<file path="src/rtl/pico_cmd_rx.sv">
// Serial command receiver: deserialises LSB-first address/data bytes on sclk,
// drives the POCI readout mux select and owns the writable config registers.
module pico_cmd_rx #(
    parameter int         NUM_REGS  = 59,
    parameter int         NUM_WR    = 3,
    parameter logic [7:0] MASK_RST  = 8'h00,
    parameter logic [7:0] INSTR_RST = 8'h00,
    parameter logic [7:0] MODE_RST  = 8'h00
) (
    input  logic       sclk,
    input  logic       rstn,
    input  logic       csn,
    input  logic       serial_in,
    output logic [7:0] control_signal,
    output logic [7:0] trigger_channel_mask,
    output logic [7:0] instruction,
    output logic [7:0] mode,
    output logic       write_strobe,
    output logic       addr_error
);

    typedef enum logic [2:0] {
        IDLE,
        ADDR,
        READ,
        WDATA,
        DISCARD
    } state_t;

    localparam logic [6:0] MAX_ADDR = 7'(NUM_REGS);
    localparam logic [6:0] MAX_WR   = 7'(NUM_WR);

    state_t     state, state_next;
    logic [2:0] bit_cnt, bit_cnt_next;
    logic [7:0] shift_reg, shift_next;
    logic [7:0] ctrl_next, mask_next, instr_next, mode_next;
    logic       strobe_next, err_next;

    logic [7:0] shifted;
    logic [6:0] addr;
    logic       byte_done;

    // New bits enter at the MSB so the first bit received ends up as bit0.
    assign shifted   = {serial_in, shift_reg[7:1]};
    assign addr      = shifted[6:0];
    assign byte_done = (bit_cnt == 3'd7);

    always_ff @(posedge sclk) begin
        if (!rstn) begin
            state                <= IDLE;
            bit_cnt              <= 3'd0;
            shift_reg            <= 8'h00;
            control_signal       <= 8'h00;
            trigger_channel_mask <= MASK_RST;
            instruction          <= INSTR_RST;
            mode                 <= MODE_RST;
            write_strobe         <= 1'b0;
            addr_error           <= 1'b0;
        end else begin
            state                <= state_next;
            bit_cnt              <= bit_cnt_next;
            shift_reg            <= shift_next;
            control_signal       <= ctrl_next;
            trigger_channel_mask <= mask_next;
            instruction          <= instr_next;
            mode                 <= mode_next;
            write_strobe         <= strobe_next;
            addr_error           <= err_next;
        end
    end

    always_comb begin
        state_next   = state;
        bit_cnt_next = bit_cnt + 3'd1;
        shift_next   = shifted;
        ctrl_next    = control_signal;
        mask_next    = trigger_channel_mask;
        instr_next   = instruction;
        mode_next    = mode;
        strobe_next  = 1'b0;
        err_next     = addr_error;

        if (csn) begin
            state_next   = IDLE;
            bit_cnt_next = 3'd0;
            shift_next   = 8'h00;
        end else begin
            case (state)
                IDLE: begin
                    bit_cnt_next = 3'd1;
                    err_next     = 1'b0;
                    state_next   = ADDR;
                end
                ADDR: begin
                    if (byte_done) begin
                        // Out-of-range addresses map to 0 so the mux never sees an invalid select.
                        ctrl_next = (addr <= MAX_ADDR) ? {1'b0, addr} : 8'h00;
                        if (!shifted[7]) begin
                            err_next   = (addr > MAX_ADDR) ? 1'b1 : addr_error;
                            state_next = READ;
                        end else if (addr >= 7'd1 && addr <= MAX_WR) begin
                            state_next = WDATA;
                        end else begin
                            err_next   = 1'b1;
                            state_next = DISCARD;
                        end
                    end
                end
                READ: begin
                    shift_next = shift_reg;
                    if (byte_done) state_next = ADDR;
                end
                WDATA: begin
                    if (byte_done) begin
                        // control_signal still holds the validated write target here.
                        case (control_signal)
                            8'd1:    mask_next  = shifted;
                            8'd2:    instr_next = shifted;
                            8'd3:    mode_next  = shifted;
                            default: ;
                        endcase
                        strobe_next = 1'b1;
                        state_next  = ADDR;
                    end
                end
                DISCARD: begin
                    if (byte_done) state_next = ADDR;
                end
                default: begin
                    state_next   = IDLE;
                    bit_cnt_next = 3'd0;
                end
            endcase
        end
    end

endmodule

</file>
<file path="config.mk">
export PLATFORM = sky130hd
export DESIGN_NAME = pico_cmd_rx
export DESIGN_NICKNAME = d
export VERILOG_FILES = /design/src/rtl/pico_cmd_rx.sv
export SDC_FILE = /design/constraint.sdc
export NUM_CORES = 1
export LEC_CHECK = 0
export CAP_MARGIN = 10
export CORE_MARGIN = 1
export CORE_UTILIZATION = 50
export CTS_BUF_LIST = sky130_fd_sc_hd__clkbuf_8
export DETAILED_ROUTE_END_ITERATION = 6
export MAX_ROUTING_LAYER = met4
export PLACE_DENSITY_LB_ADDON = 0.25
export REMOVE_ABC_BUFFERS = 1
export SETUP_SLACK_MARGIN = 0.15
export SLEW_MARGIN = 5
export SYNTH_ARGS = -nofsm -noshare
export SYNTH_HDL_FRONTEND = slang
export SYNTH_SLANG_ARGS = --single-unit
</file>
<file path="constraint.sdc">
create_clock -name sclk -period 2.5 [get_ports sclk]
set_input_delay 0.5 -clock sclk [delete_from_list [all_inputs] [get_ports sclk]]
set_output_delay 0.5 -clock sclk [all_outputs]
set_load 0.1 [all_outputs]
</file>
==> flow_summary_export.csv, run 1 <==
group,metric,value,unit
worst_setup_path,r2r_end,"instruction[1]$_SDFFE_PN0P_",
yosys,synth.distinct_cells,41,
global_routing,grt.overflow.total,0,
timing,max_slew.worst_pin.slew,0.515,ns
clock_tree,cts_buffers,5,
placed_design,placed_area,2300,um2
power_and_ir_drop,leakage,1.08,nW
cells_and_area,layout.nets,244,
clock_tree,post_cts_buffers,0,
clock_tree,post_cts_resized,0,
worst_setup_path,slowest_stage,"nand4_2",
outcome,outcome,"finished, final reports clean",
worst_setup_path,r2r.worst_path.cells,5,
floorplanning,die_y,64.9,um
cells_and_area,layout_commonest_cell,"dfxtp_1",
routing,drtIter0Drc,80,
yosys,yosysSeqAreaShare,0.465,
yosys,netlist_instances,203,
timing,rsz0062_at_grt,"no",
worst_setup_path,start_kind,"flip-flop",
timing,max_freq,498,MHz
floorplanning,start_util,0.533,
clock_tree,ctsHoldBuffers,0,
worst_setup_path,crit_fanout,9,
cells_and_area,layout_common_cells,"dfxtp_1 (46), buf_4 (38), nand2_1 (35)",
yosys,ys_seq_elements,46,
cells_and_area,fillCellCount,327,
routing,wl,4200,um
power_and_ir_drop,powerDensity,521,nW/um2
yosys,synth_area,1980,um2
worst_setup_path,cpMostUsedCell,"ha_1",
yosys,synthArstFlopShare,0,
worst_setup_path,worstPathCellList,"ha_1, ha_1, nor4b_4, nand4_2, mux2i_1",
floorplanning,pin_count,38,
cells_and_area,area_delta_synth_final,21.0,%
yosys,avgSynthCellArea,9.75,um2
floorplanning,rows,22,
routing,post_drt_wl_per_cell,14.6,um
hold_path,min_path_type,"flip-flop to flip-flop",
yosys,synth_ff_type,"dfxtp_1",
timing,finalSetupTns,0,ns
floorplanning,die_area,4210,um2
routing,antenna_left,0,
routing,vias_per_cell,5.48,
job,drv_cap,0,
clock_tree,clock-sinks,46,
routing,drc,0,
global_routing,antenna_found_initial,0,
hold_path,hold_start,"trigger_channel_mask[3]$_SDFFE_PN0P_",
timing,hold_violations,0,
clock_tree,clk_pin_slew_worst_paths,0.08,ns
worst_setup_path,worstPathArrival,2.22,ns
worst_setup_path,cp.required,2.72,ns
clock_tree,htreeDepth,2,
clock_tree,clock_latency,0.29,ns
worst_setup_path,r2r_start,"bit_cnt[0]$_SDFF_PP0_",
placed_design,io_buffers,36,
clock_tree,clk_path_buf_depth,2,
routing,vias,1572,
floorplanning,core_area,3720,um2
worst_setup_path,crit_path_start,"bit_cnt[0]$_SDFF_PP0_",
cells_and_area,finalInstanceArea,2390,um2
global_routing,track_usage,0.229,
worst_setup_path,worstSetupEndpoint,"instruction[1]$_SDFFE_PN0P_",
cells_and_area,final_core_util,0.644,
timing,slew_viol_final,0,
timing,post-route-period-util,0.804,
yosys,synth-edff-count,0,
yosys,ys_warn_count,0,
cells_and_area,reg_top3,"instruction: 8 flops, mode: 8 flops, trigger_channel_mask: 8 flops",
placed_design,place_congestion,0.835,
routing,dr.pass1.iters,4,
global_routing,grt_pass1_vias,1494,
worst_setup_path,path_class,"flip-flop to flip-flop",
cells_and_area,drive_gt1_frac,0.230,
global_routing,grt_max_degree,30,
worst_setup_path,crit_path_end_kind,"flip-flop",
timing,setup_violations,0,
placed_design,dp_hpwl,2910,um
timing,period_needed,2.01,ns
worst_setup_path,reg2reg_slack,0.49,ns
power_and_ir_drop,vdd_drop_max,0.403,mV
worst_setup_path,max_stage_delay,0.43,ns
cells_and_area,antenna_cells,0,
timing,relSlewSlack,0.652,
clock_tree,cts_tree,"done",
floorplanning,die_w,64.9,um
timing,clock_skew,0.00651,ns
clock_tree,cts-root-buf,"clkbuf_8",
global_routing,grt_pass1_wl,7110,um
==> critical path: cells and delay by family, from the launching register on <==
| kind | cells | cell delay [ns] |
|---|---|---|
| DFF | 1 | 0.36 |
| adders and majority gates | 2 | 0.49 |
| muxes | 1 | 0.28 |
| and+or+nand+nor | 2 | 0.80 |
==> through the flow <==
| stage | instances | hold slack, ns | total power [mW] | setup WS, ns |
|---|---|---|---|---|
| after global placement | 279 | 0.449 | 0.810 | 0.442 |
| after global routing | 287 | 0.495 | 1.30 | 0.314 |
| after floorplan | 190 | 0.504 | 0.781 | 0.645 |
| after detailed placement | 279 | 0.456 | 0.810 | 0.410 |
| final | 287 | 0.467 | 1.25 | 0.491 |
| after CTS | 287 | 0.471 | 1.26 | 0.487 |
==> synthesized netlist by cell type (2+ instances only) <==
cell	n	share of area
dfxtp_1	46	0.47
and2_1	3	0.0095
nor3_1	3	0.0076
nor2b_1	3	0.0095
a21boi_0	6	0.023
mux2i_1	31	0.16
nand2b_1	3	0.0095
nor2_1	13	0.025
nand4b_1	6	0.027
a21oi_1	3	0.0076
nand2_1	35	0.066
ha_1	2	0.013
nand4_2	3	0.019
o21ai_0	8	0.020
clkbuf_1	10	0.019
o211a_1	2	0.010
nor4b_1	2	0.0089
==> cell families after synthesis <==
| kind of cell | after synthesis | share of synthesized area |
|---|---|---|
| mux | 31 | 0.157 |
| flops | 46 | 0.465 |
| fa+ha+maj | 2 | 0.0126 |
| other cells | 1 | 0.00189 |
| simple gates | 83 | 0.242 |
| buf+inv | 14 | 0.0297 |
| compound gates | 26 | 0.0917 |
==> how the worst min path moves through the flow <==
stage | to | slack [ns] | cells past startpoint
after detailed placement | instruction[7]$_SDFFE_PN0P_ | 0.46 | 2
after global placement | trigger_channel_mask[1]$_SDFFE_PN0P_ | 0.45 | 2
after global routing | mode[0]$_SDFFE_PN0P_ | 0.49 | 2
after floorplan | instruction[0]$_SDFFE_PN0P_ | 0.50 | 2
final | trigger_channel_mask[3]$_SDFFE_PN0P_ | 0.47 | 2
after CTS | instruction[2]$_SDFFE_PN0P_ | 0.47 | 2
==> power by group <==
| group | switching (mW) | internal, mW |
|---|---|---|
| registers | 0.00594 | 0.735 |
| logic | 0.0335 | 0.0188 |
| clock network | 0.232 | 0.222 |
| total | 0.271 | 0.976 |
==> area by class of cell <==
cell class | count | area [um2] | area share
multi-input combinational | 143 | 1000 | 0.417
tap | 48 | 60.1 | 0.0251
timing repair buffer | 41 | 315 | 0.132
sequential | 46 | 921 | 0.385
clock inverter | 2 | 12.5 | 0.00522
clock buffer | 6 | 82.6 | 0.0345
inverter | 1 | 3.75 | 0.00157
==> per-layer routing <==
layer,GRT usage,up-vias,wire (um)
li1,-,788,-
met1,0.293,738,2000
met2,0.348,44,1980
met3,0.0616,2,200
met4,0.0750,0,19
met5,-,-,0
Note: power is estimated with default switching activity, not from simulation.
==> inputs of run 2 (changes only) <==
==> constraint.sdc (replaced) <==
create_clock -name sclk -period 1.9 [get_ports sclk]
set_input_delay 0.38 -clock sclk [delete_from_list [all_inputs] [get_ports sclk]]
set_output_delay 0.38 -clock sclk [all_outputs]
set_load 0.1 [all_outputs]
==> flow_summary_export.csv, run 2 (synthesis results as in run 1) <==
group,metric,value,unit
clock_tree,clock_latency,0.30,ns
job,drv_cap,0,
global_routing,grt_pass1_vias,1477,
floorplanning,die_w,64.9,um
routing,vias,1583,
power_and_ir_drop,powerDensity,679,nW/um2
worst_setup_path,worstSetupEndpoint,"mode[1]$_SDFFE_PN0P_",
timing,max_slew.worst_pin.slew,0.533,ns
floorplanning,die_y,64.9,um
placed_design,dp_hpwl,3010,um
cells_and_area,seq_area,922,um2
cells_and_area,multi_input_area,1000,um2
worst_setup_path,crit_fanout,8,
timing,period_needed,1.57,ns
floorplanning,core_area,3720,um2
worst_setup_path,r2r.worst_path.cells,6,
global_routing,grt_max_degree,26,
timing,clock_skew,0.00463,ns
cells_and_area,reg_top3,"instruction: 8 flops, mode: 8 flops, trigger_channel_mask: 8 flops",
cells_and_area,antenna_cells,0,
clock_tree,clk_pin_slew_worst_paths,0.08,ns
timing,relSlewSlack,0.640,
routing,drtIter0Drc,49,
timing,hold_violations,0,
power_and_ir_drop,vdd_drop_max,0.566,mV
placed_design,io_buffers,36,
clock_tree,clock-sinks,46,
cells_and_area,layout.nets,249,
routing,post_drt_wl_per_cell,14.7,um
worst_setup_path,reg2reg_slack,0.33,ns
timing,finalSetupTns,0,ns
global_routing,antenna_found_initial,0,
floorplanning,die_area,4210,um2
clock_tree,cts-root-buf,"clkbuf_8",
routing,dr.pass1.iters,4,
routing,vias_per_cell,5.42,
routing,drc,0,
timing,rsz0062_at_grt,"no",
power_and_ir_drop,leakage,1.13,nW
timing,slew_viol_final,0,
clock_tree,ctsHoldBuffers,0,
worst_setup_path,crit_path_end_kind,"flip-flop",
timing,max_freq,637,MHz
worst_setup_path,r2r_start,"bit_cnt[0]$_SDFF_PP0_",
floorplanning,start_util,0.533,
cells_and_area,drive_gt1_frac,0.250,
floorplanning,rows,22,
global_routing,track_usage,0.240,
clock_tree,htreeDepth,2,
floorplanning,pin_count,38,
cells_and_area,fillCellCount,294,
worst_setup_path,path_class,"flip-flop to flip-flop",
cells_and_area,layout_common_cells,"dfxtp_1 (45), nand2_1 (35), buf_4 (35)",
clock_tree,cts_tree,"done",
cells_and_area,area_delta_synth_final,28.8,%
clock_tree,post_cts_resized,0,
placed_design,placed_area,2440,um2
hold_path,min_path_type,"flip-flop to flip-flop",
clock_tree,post_cts_buffers,0,
routing,antenna_left,0,
clock_tree,clk_path_buf_depth,2,
routing,wl,4280,um
global_routing,grt.overflow.total,0,
worst_setup_path,worstPathArrival,1.76,ns
worst_setup_path,start_kind,"flip-flop",
worst_setup_path,r2r_end,"mode[1]$_SDFFE_PN0P_",
global_routing,grt_pass1_wl,7410,um
cells_and_area,layout_commonest_cell,"dfxtp_1",
cells_and_area,finalInstanceArea,2550,um2
clock_tree,cts_buffers,5,
timing,setup_violations,0,
worst_setup_path,cp.required,2.09,ns
placed_design,place_congestion,0.778,
worst_setup_path,crit_path_start,"bit_cnt[0]$_SDFF_PP0_",
timing,post-route-period-util,0.827,
outcome,outcome,"finished, final reports clean",
-- run 2: worst max-delay path: stages (launching register included) --
cell and delay (ns):
dfxtp_2 0.35, ha_1 0.15, ha_1 0.18, nor4b_4 0.31, nand4_2 0.13, buf_4 0.22
mux2i_1 0.13
-- run 2: per-layer routing --
metal / wire, um / vias up / share of wire / GRT usage
met3: 181 / 7 / 0.042 / 0.0599
met4: 51 / 0 / 0.012 / 0.0806
li1: - / 795 / - / -
met2: 2060 / 41 / 0.48 / 0.355
met1: 1980 / 740 / 0.46 / 0.318
met5: 0 / - / 0 / -
-- run 2: layout make-up --
cell class,instances,area share
Clock buffer,8,0.0432
Inverter,1,0.00147
Multi-Input combinational cell,143,0.392
Sequential cell,46,0.362
Tap cell,48,0.0236
Timing Repair Buffer,46,0.178
-- run 2: how the worst min path moves through the flow --
stage / start / end / slack [ns] / cells past startpoint
after floorplan: shift_reg[1]$_SDFFE_PP0P_ / instruction[0]$_SDFFE_PN0P_ / 0.50 / 2
final: instruction[4]$_SDFFE_PN0P_ / instruction[4]$_SDFFE_PN0P_ / 0.47 / 2
after global placement: trigger_channel_mask[1]$_SDFFE_PN0P_ / trigger_channel_mask[1]$_SDFFE_PN0P_ / 0.45 / 2
after CTS: trigger_channel_mask[6]$_SDFFE_PN0P_ / trigger_channel_mask[6]$_SDFFE_PN0P_ / 0.47 / 2
after detailed placement: trigger_channel_mask[2]$_SDFFE_PN0P_ / trigger_channel_mask[2]$_SDFFE_PN0P_ / 0.45 / 2
after global routing: instruction[7]$_SDFFE_PN0P_ / instruction[7]$_SDFFE_PN0P_ / 0.49 / 2
-- run 2: report_power, final --
| part | total [mW] | switching [mW] | internal [mW] | leakage [nW] |
|---|---|---|---|---|
| clock network | 0.686 | 0.319 | 0.367 | 0.0575 |
| logic | 0.0726 | 0.0465 | 0.0261 | 0.701 |
| registers | 0.972 | 0.00500 | 0.967 | 0.371 |
-- run 2: stage by stage --
step,hold slack [ns],utilization,worst slack [ns],total power [mW],instances
3_3_place_gp,0.448,0.656,0.128,1.07,284
3_5_place_dp,0.455,0.656,0.111,1.07,284
6_report,0.467,0.686,0.329,1.73,292
4_1_cts,0.469,0.686,0.280,1.75,292
2_1_floorplan,0.504,-,0.0449,1.03,190
5_1_grt,0.485,0.686,0.162,1.80,292
